--- src/rtl/pc_fetch_stage.sv ---
// pc_fetch_stage: program counter plus IF/ID pipeline register for the MIPS
// pipeline. Drives PC+4 back to the next-PC mux. Addresses an
// asynchronous-read instruction memory and hands the fetched word and PC+4
// to decode. Handles load-use stalls, branch/jump flushes and HALT detection.
//
// Optional build macro STEP_MODE_EN adds single-step support. A rising edge on
// i_step advances the stage once while i_enable is low. Without the macro,
// i_step is ignored and no edge-detect register is built.
module pc_fetch_stage #(
  parameter int unsigned      NBITS       = 32,
  parameter int unsigned      IMEM_AW     = 10,
  parameter logic [NBITS-1:0] RESET_PC    = '0,
  parameter logic [NBITS-1:0] HALT_OPCODE = '1
) (
  input  logic               i_clk,
  input  logic               i_rst_n,
  input  logic               i_enable,
  input  logic               i_stall,
  input  logic               i_flush,
  input  logic [NBITS-1:0]   i_next_pc,
  input  logic               i_step,
  input  logic [NBITS-1:0]   i_imem_rdata,
  output logic [IMEM_AW-1:0] o_imem_addr,
  output logic [NBITS-1:0]   o_pc,
  output logic [NBITS-1:0]   o_pc_plus4,
  output logic [NBITS-1:0]   o_ifid_instr,
  output logic [NBITS-1:0]   o_ifid_pc4,
  output logic               o_ifid_valid,
  output logic               o_halted
);

  typedef enum logic {
    ST_RUN  = 1'b0,
    ST_HALT = 1'b1
  } state_t;

  state_t           state_q, state_d;
  logic [NBITS-1:0] pc_q, pc_d;
  logic [NBITS-1:0] instr_q, instr_d;
  logic [NBITS-1:0] pc4_q, pc4_d;
  logic             valid_q, valid_d;
  logic             halted_q;

  logic [NBITS-1:0] pc_plus4;
  logic             is_halt_word;
  logic             step_ev;
  logic             en_eff;

  // PC+4 wraps naturally modulo 2^NBITS; the low two PC bits are never inspected.
  assign pc_plus4     = pc_q + NBITS'(4);
  assign is_halt_word = (i_imem_rdata == HALT_OPCODE);

`ifdef STEP_MODE_EN
  logic step_prev_q;
  logic step_pend_q, step_pend_d;
  logic step_edge;

  // A held-high step yields one edge. An edge seen while stalled stays
  // pending until the stall clears. A flush on that cycle consumes the step.
  assign step_edge   = i_step & ~step_prev_q;
  assign step_ev     = step_edge | step_pend_q;
  assign step_pend_d = step_ev & i_stall & ~i_flush;

  // Step edge detector and pending-step flag.
  always_ff @(posedge i_clk or negedge i_rst_n) begin
    if (!i_rst_n) begin
      step_prev_q <= 1'b0;
      step_pend_q <= 1'b0;
    end else begin
      step_prev_q <= i_step;
      step_pend_q <= step_pend_d;
    end
  end
`else
  logic unused_step;
  assign unused_step = i_step;
  assign step_ev     = 1'b0;
`endif

  // A step event behaves like a one-cycle enable, including for flushes.
  assign en_eff = i_enable | step_ev;

  // Next-state selection for PC, IF/ID and the RUN/HALT state.
  always_comb begin
    state_d = state_q;
    pc_d    = pc_q;
    instr_d = instr_q;
    pc4_d   = pc4_q;
    valid_d = valid_q;
    case (state_q)
      ST_RUN: begin
        if (i_flush && en_eff) begin
          // Flush wins over stall: redirect and squash IF/ID.
          pc_d    = i_next_pc;
          instr_d = '0;
          pc4_d   = '0;
          valid_d = 1'b0;
        end else if (en_eff && !i_stall) begin
          instr_d = i_imem_rdata;
          pc4_d   = pc_plus4;
          valid_d = 1'b1;
          if (is_halt_word) begin
            // Halt word goes to decode, but the PC freezes on it.
            state_d = ST_HALT;
          end else begin
            pc_d = i_next_pc;
          end
        end
      end
      ST_HALT: begin
        if (en_eff) begin
          instr_d = '0;
          pc4_d   = '0;
          valid_d = 1'b0;
          if (i_flush) begin
            // The halt word was fetched on a mispredicted path; resume.
            pc_d    = i_next_pc;
            state_d = ST_RUN;
          end
        end
      end
      default: state_d = ST_RUN;
    endcase
  end

  // State, PC and IF/ID registers; o_halted is registered alongside the state.
  always_ff @(posedge i_clk or negedge i_rst_n) begin
    if (!i_rst_n) begin
      state_q  <= ST_RUN;
      pc_q     <= RESET_PC;
      instr_q  <= '0;
      pc4_q    <= '0;
      valid_q  <= 1'b0;
      halted_q <= 1'b0;
    end else begin
      state_q  <= state_d;
      pc_q     <= pc_d;
      instr_q  <= instr_d;
      pc4_q    <= pc4_d;
      valid_q  <= valid_d;
      halted_q <= (state_d == ST_HALT);
    end
  end

  assign o_imem_addr  = pc_q[IMEM_AW+1:2];
  assign o_pc         = pc_q;
  assign o_pc_plus4   = pc_plus4;
  assign o_ifid_instr = instr_q;
  assign o_ifid_pc4   = pc4_q;
  assign o_ifid_valid = valid_q;
  assign o_halted     = halted_q;

endmodule

--- config.mk ---
export PLATFORM = sky130hd
export DESIGN_NAME = pc_fetch_stage
export DESIGN_NICKNAME = d
export VERILOG_FILES = /design/src/rtl/pc_fetch_stage.sv
export SDC_FILE = /design/constraint.sdc
export NUM_CORES = 1
export LEC_CHECK = 0
export ABC_CLOCK_PERIOD_IN_PS = 1900
export BUFFER_PORTS_ARGS = -buffer_cell sky130_fd_sc_hd__buf_4
export CAP_MARGIN = 20
export CORE_AREA = 2 2 140 142
export DETAILED_ROUTE_END_ITERATION = 10
export DIE_AREA = 0 0 142 144
export HOLD_SLACK_MARGIN = 0.03
export SYNTH_ARGS = -nofsm -noshare
export SYNTH_HDL_FRONTEND = slang
export SYNTH_SLANG_ARGS = --single-unit
--- constraint.sdc ---
create_clock -name i_clk -period 1.9 [get_ports i_clk]
set_input_delay 0.095 -clock i_clk [delete_from_list [all_inputs] [get_ports i_clk]]
set_output_delay 0.095 -clock i_clk [all_outputs]
set_load 0.005 [all_outputs]
# ---- Word-level counts from Yosys, hierarchy flattened
# Index checks and enable logic that the tools add are counted.
# Widths: inputs -> output; s select.
dict set report word_totals {
  regBits 98
  output_inout_bits 140
  elab_cells 40
}
dict set report classes {
  addsub 1
  eq_ne 5
  muxes 23
  bitwise_logic 1
  reduce_logical 5
}
# cell n
set ops {}
lappend ops {{$mux 32} 10}
lappend ops {{$pmux 32 s2} 3}
lappend ops {{$add 32x3->32 const B} 1}
lappend ops {{$eq 32x32->1 const B} 1}
lappend ops {{$mux 1} 8}
lappend ops {{$ne 3x3->1 const B} 2}
lappend ops {{$ne 2x2->1 const B} 2}
lappend ops {{$pmux 1 s2} 2}
lappend ops {{$reduce_and 4->1} 1}
lappend ops {{$logic_and 1x1->1} 2}
lappend ops {{$reduce_and 2->1} 1}
lappend ops {{$logic_not 1->1} 1}
lappend ops {{$not 1->1} 1}

# ---- Longest topological paths before layout
dict set report depth {
  depth_word 5
  ltp_mapped 6
}

# ---- Worst setup path after synthesis
# OpenSTA, ideal clock, no wires.
dict set report synth_path {
  path_kind {flip-flop to flip-flop}
  startpoint {register pc_q[4] (netlist: o_pc[4])}
  endpoint {register pc4_q[17] (netlist: o_ifid_pc4[17])}
  setup_time_ns 0.126
  arrival_ns 1.867
  setup_slack_ns -0.093
  stages_incl_launch_ff 6
  path_buffers 1
  cell_sequence {dfrtp_1 nand4_4 or4_4 buf_6 or2_1 a221o_1}
}
dict set report synth_via {
  elab_chain_len 4
}
# item line
set synth_lines {}
lappend synth_lines {{start, declared} 38} ;# logic [NBITS-1:0] pc_q, pc_d;
lappend synth_lines {{start signal, assigned} 137} ;# pc_q <= pc_d;
lappend synth_lines {{$add 32x3->32} 50} ;# assign pc_plus4 = pc_q + NBITS'(4);
lappend synth_lines {{$mux 32} 98} ;# end else if (en_eff && !i_stall) begin
lappend synth_lines {{$mux 32} 92} ;# if (i_flush && en_eff) begin
lappend synth_lines {{$pmux 32 s2} 90} ;# case (state_q)
lappend synth_lines {{end signal, assigned} 139} ;# pc4_q <= pc4_d;
lappend synth_lines {{end, declared} 40} ;# logic [NBITS-1:0] pc4_q, pc4_d;
# Every way passes these cells. The select of a mux whose other input is x is not followed.
# A chain may end at the register's enable or synchronous reset.

# ---- Final worst setup path
dict set report layout_path {
  startpoint {register pc_q[4] (netlist: o_pc[4])}
  endpoint {output port o_pc_plus4[17]}
}
dict set report layout_via {
  elab_chain_len 1
}
# item line
set layout_lines {}
lappend layout_lines {{$add 32x3->32} 50}
lappend layout_lines {{end, declared} 25} ;# output logic [NBITS-1:0] o_pc_plus4,
# Every way passes these cells.

==> impl_metrics.ini <==
[yosys]
ys_ff_latch = 98
synth_ff_type = dfrtp_1
synth_compound_area_frac = 0.148
syn-cell-area_mm2 = 0.00467
synth-async-reset-ratio = 1.00
syn_inst = 409
yosys.area.top_type = dfrtp_1
yosysUniqueCellTypes = 43
yosys_warnings = 0
synth_top_cells_by_area = dfrtp_1 52%, a22o_1 8.6%, mux2_2 7.7%
synth_nets = 480
yosys.area_share.xor_xnor = 0.0525
synth_top_area_frac = 0.525
synth_most_common_cell = dfrtp_1
synthMuxAreaShare = 0.0771
synth_edf_count = 0
synth_top_family_by_area = compound AO/OA/AOI/OAI gates
yosys.area_share.adder = 0.00268
syn_avg_cell_area_um2 = 11.4
yosysSeqAreaShare = 0.525
yosys.area_share.simple = 0.147
synth_common_cells = 98 x dfrtp_1, 46 x a22o_1, 32 x mux2_2

[worst_setup_path]
start_kind = register
max_stage_delay_ns = 0.64
critPathBufInv = 1
worstRegToRegCells = 9
crit_chain = nand4_4 -> or4_4 -> or2_4 -> xnor2_2 -> buf_4
worst-setup-path-type = reg -> out
cp_max_fo = 5
rrSetupSlack_ns = -0.16
cp_slowest_cell = or4_4
cp.depth = 5
end_kind = primary output
worst-endpoint-required_ns = 1.80
critical_path_arrival_ns = 2.05
cpLargestDelayFamily = simple AND/OR/NAND/NOR gates

[pwr]
power.density_mw_per_mm2 = 739
p_switching_mw = 1.79
combinationalPowerShare = 0.302
vdd_ir_drop_max_mv = 0.359
swShare = 0.287
power_frac_seq = 0.398
p_int_mw = 4.45
power_frac_clock = 0.300
total_leakage_power_nw = 4.01

[global_routing]
grt_antenna_before_repair = 0
grt_pass1_vias = 4812
met3_usage = 0.0480
grt_use_met1 = 0.199
busiest_layer = met2
grt_use_total = 0.168
overflow = 0
grt_first_pass_wirelength_mm = 26.4
grt_max_degree = 54
use_met2 = 0.294

[timing]
fmax_ghz = 0.466
hold_viol_final = 0
finalMaxSlewViolations = 0
fin_worst_skew_ns = 0.00990
slew_headroom = 0.538
rsz0062_at_grt = yes
final-setup-viol-count = 22
fin_crit_sh = 1.13
timing.hold.ws_ns = 0.0658
worst_pin_slew_ns = 0.693
fin_ws_ns = -0.244
fin_crit_ns = 2.14

[place]
hpwl_mm = 12.0
numPortBuffers = 208
gp_congestion = 0.840

[min_path]
hold_depth = 2
min_path_type = in -> reg

[die]
io_pins = 210
die-area_mm2 = 0.0204
rows = 51
die_x_um = 142
fp.coreArea_mm2 = 0.0191
start_util = 0.245
die_h_um = 144

[cells_and_area]
synthToLayoutAreaGrowth_pct = 80.6
drive_above_1_share = 0.535
utilization = 0.442
fin_nets = 804
n_antenna_cell = 0

[clock_tree]
cts_htree_levels = 3
tritoncts = yes
cts_root_buf = clkbuf_16
cts_num_sinks = 98
clk_pin_slew_ns = 0.07
clkLatencyLatePin_ns = 0.35
numCtsBuffers = 9
cts.path.max_buffers = 2

[routing]
num_vias = 4735
viasPerCell = 4.85
wire_per_inst_um = 18.3
drt_iter0_drc = 144
ant_nets = 0
drc = 0
routed_wl_mm = 17.9
dr.pass1.iters = 4

[job]
cap_violations = 0

[run_status]
violations = negative setup slack
status = complete, but fails checks
-- power groups by stage --
| stage | logic [mW] | clock network (mW) | registers, mW |
|---|---|---|---|
| 2_1_floorplan | 0.526 | 0 | 2.56 |
| 3_3_place_gp | 1.58 | 0 | 2.50 |
| 3_5_place_dp | 1.60 | 0 | 2.51 |
| 4_1_cts | 1.82 | 1.93 | 2.48 |
| 5_1_grt | 2.02 | 2.02 | 2.51 |
| 6_report | 1.88 | 1.87 | 2.48 |
-- cell families (layout without fill, tap and decap cells) --
family / Yosys count / in the layout
fa+ha+maj: 1 / 1
flops: 98 / 98
xor+xnor: 28 / 28
simple gates: 123 / 124
compound gates: 81 / 81
mux: 32 / 32
buf+inv: 46 / 374
-- cell type report --
| class | count | area [um^2] |
|---|---|---|
| inverter | 4 | 15.0 |
| sequential | 98 | 2460 |
| timing repair buffer | 354 | 2970 |
| clock inverter | 4 | 52.6 |
| fill | 1758 | 10600 |
| multi-input combinational | 266 | 2400 |
| clock buffer | 12 | 246 |
| tap | 238 | 298 |
-- per-stage QoR --
| stage | instances | TNS, ns | instance area, um^2 | power [mW] | setup WS (ns) |
|---|---|---|---|---|---|
| finish | 976 | -2.84 | 8440 | 6.24 | -0.244 |
| global route | 976 | -4.79 | 8440 | 6.55 | -0.330 |
| CTS | 964 | -3.02 | 8130 | 6.23 | -0.314 |
| detailed placement | 864 | 0 | 6810 | 4.11 | 0.0544 |
| global placement | 864 | 0 | 6810 | 4.09 | 0.0454 |
| floorplan | 409 | -0.0242 | 4680 | 3.09 | -0.0242 |
-- layer usage --
metal / wire (um) / vias to the layer above
met4: 363 / 0
met1: 7320 / 2343
li1: - / 2169
met2: 8880 / 198
met3: 1340 / 25
met5: 0 / -
-- layout by cell type, fill, tap and decap left out, types with 12 or more instances in the layout --
| cell type | instances |
|---|---|
| nor2_1 | 12 |
| dfrtp_1 | 91 |
| nand3_1 | 18 |
| nand4_1 | 14 |
| xor2_1 | 13 |
| mux2_2 | 32 |
| a22o_1 | 46 |
| dlygate4sd3_1 | 65 |
| buf_6 | 14 |
| nand2_1 | 20 |
| buf_4 | 268 |
-- final timing paths --
path / from / to
max: o_pc[4]$_DFFE_PN0P_ / o_pc_plus4[17]
min: i_enable / o_halted$_DFF_PN0_
max reg2reg: o_pc[9]$_DFFE_PN0P_ / o_ifid_pc4[24]$_DFFE_PN0P_
min reg2reg: o_ifid_pc4[2]$_DFFE_PN0P_ / o_ifid_pc4[2]$_DFFE_PN0P_
max in group asynchronous: i_rst_n / o_ifid_instr[31]$_DFFE_PN0P_
min in group asynchronous: i_rst_n / o_pc[31]$_DFFE_PN0P_
-- registers in the layout, summed over array words and instances, names as in the netlist --
name          cells
o_pc             32
o_ifid_valid      1
o_ifid_pc4       32
o_halted          1
o_ifid_instr     32
-- what timing repair did --
| action | CTS | global route |
|---|---|---|
| gates resized for setup | 47 | 39 |
| hold endpoints to repair | 108 | 0 |
| hold buffers | 65 | 0 |
| gates cloned | 2 | 0 |
| buffers inserted | 17 | 12 |
| endpoints found under the setup margin | 19 | 62 |
| pin swaps | 20 | 26 |
Note: power is estimated with default switching activity, not from simulation.
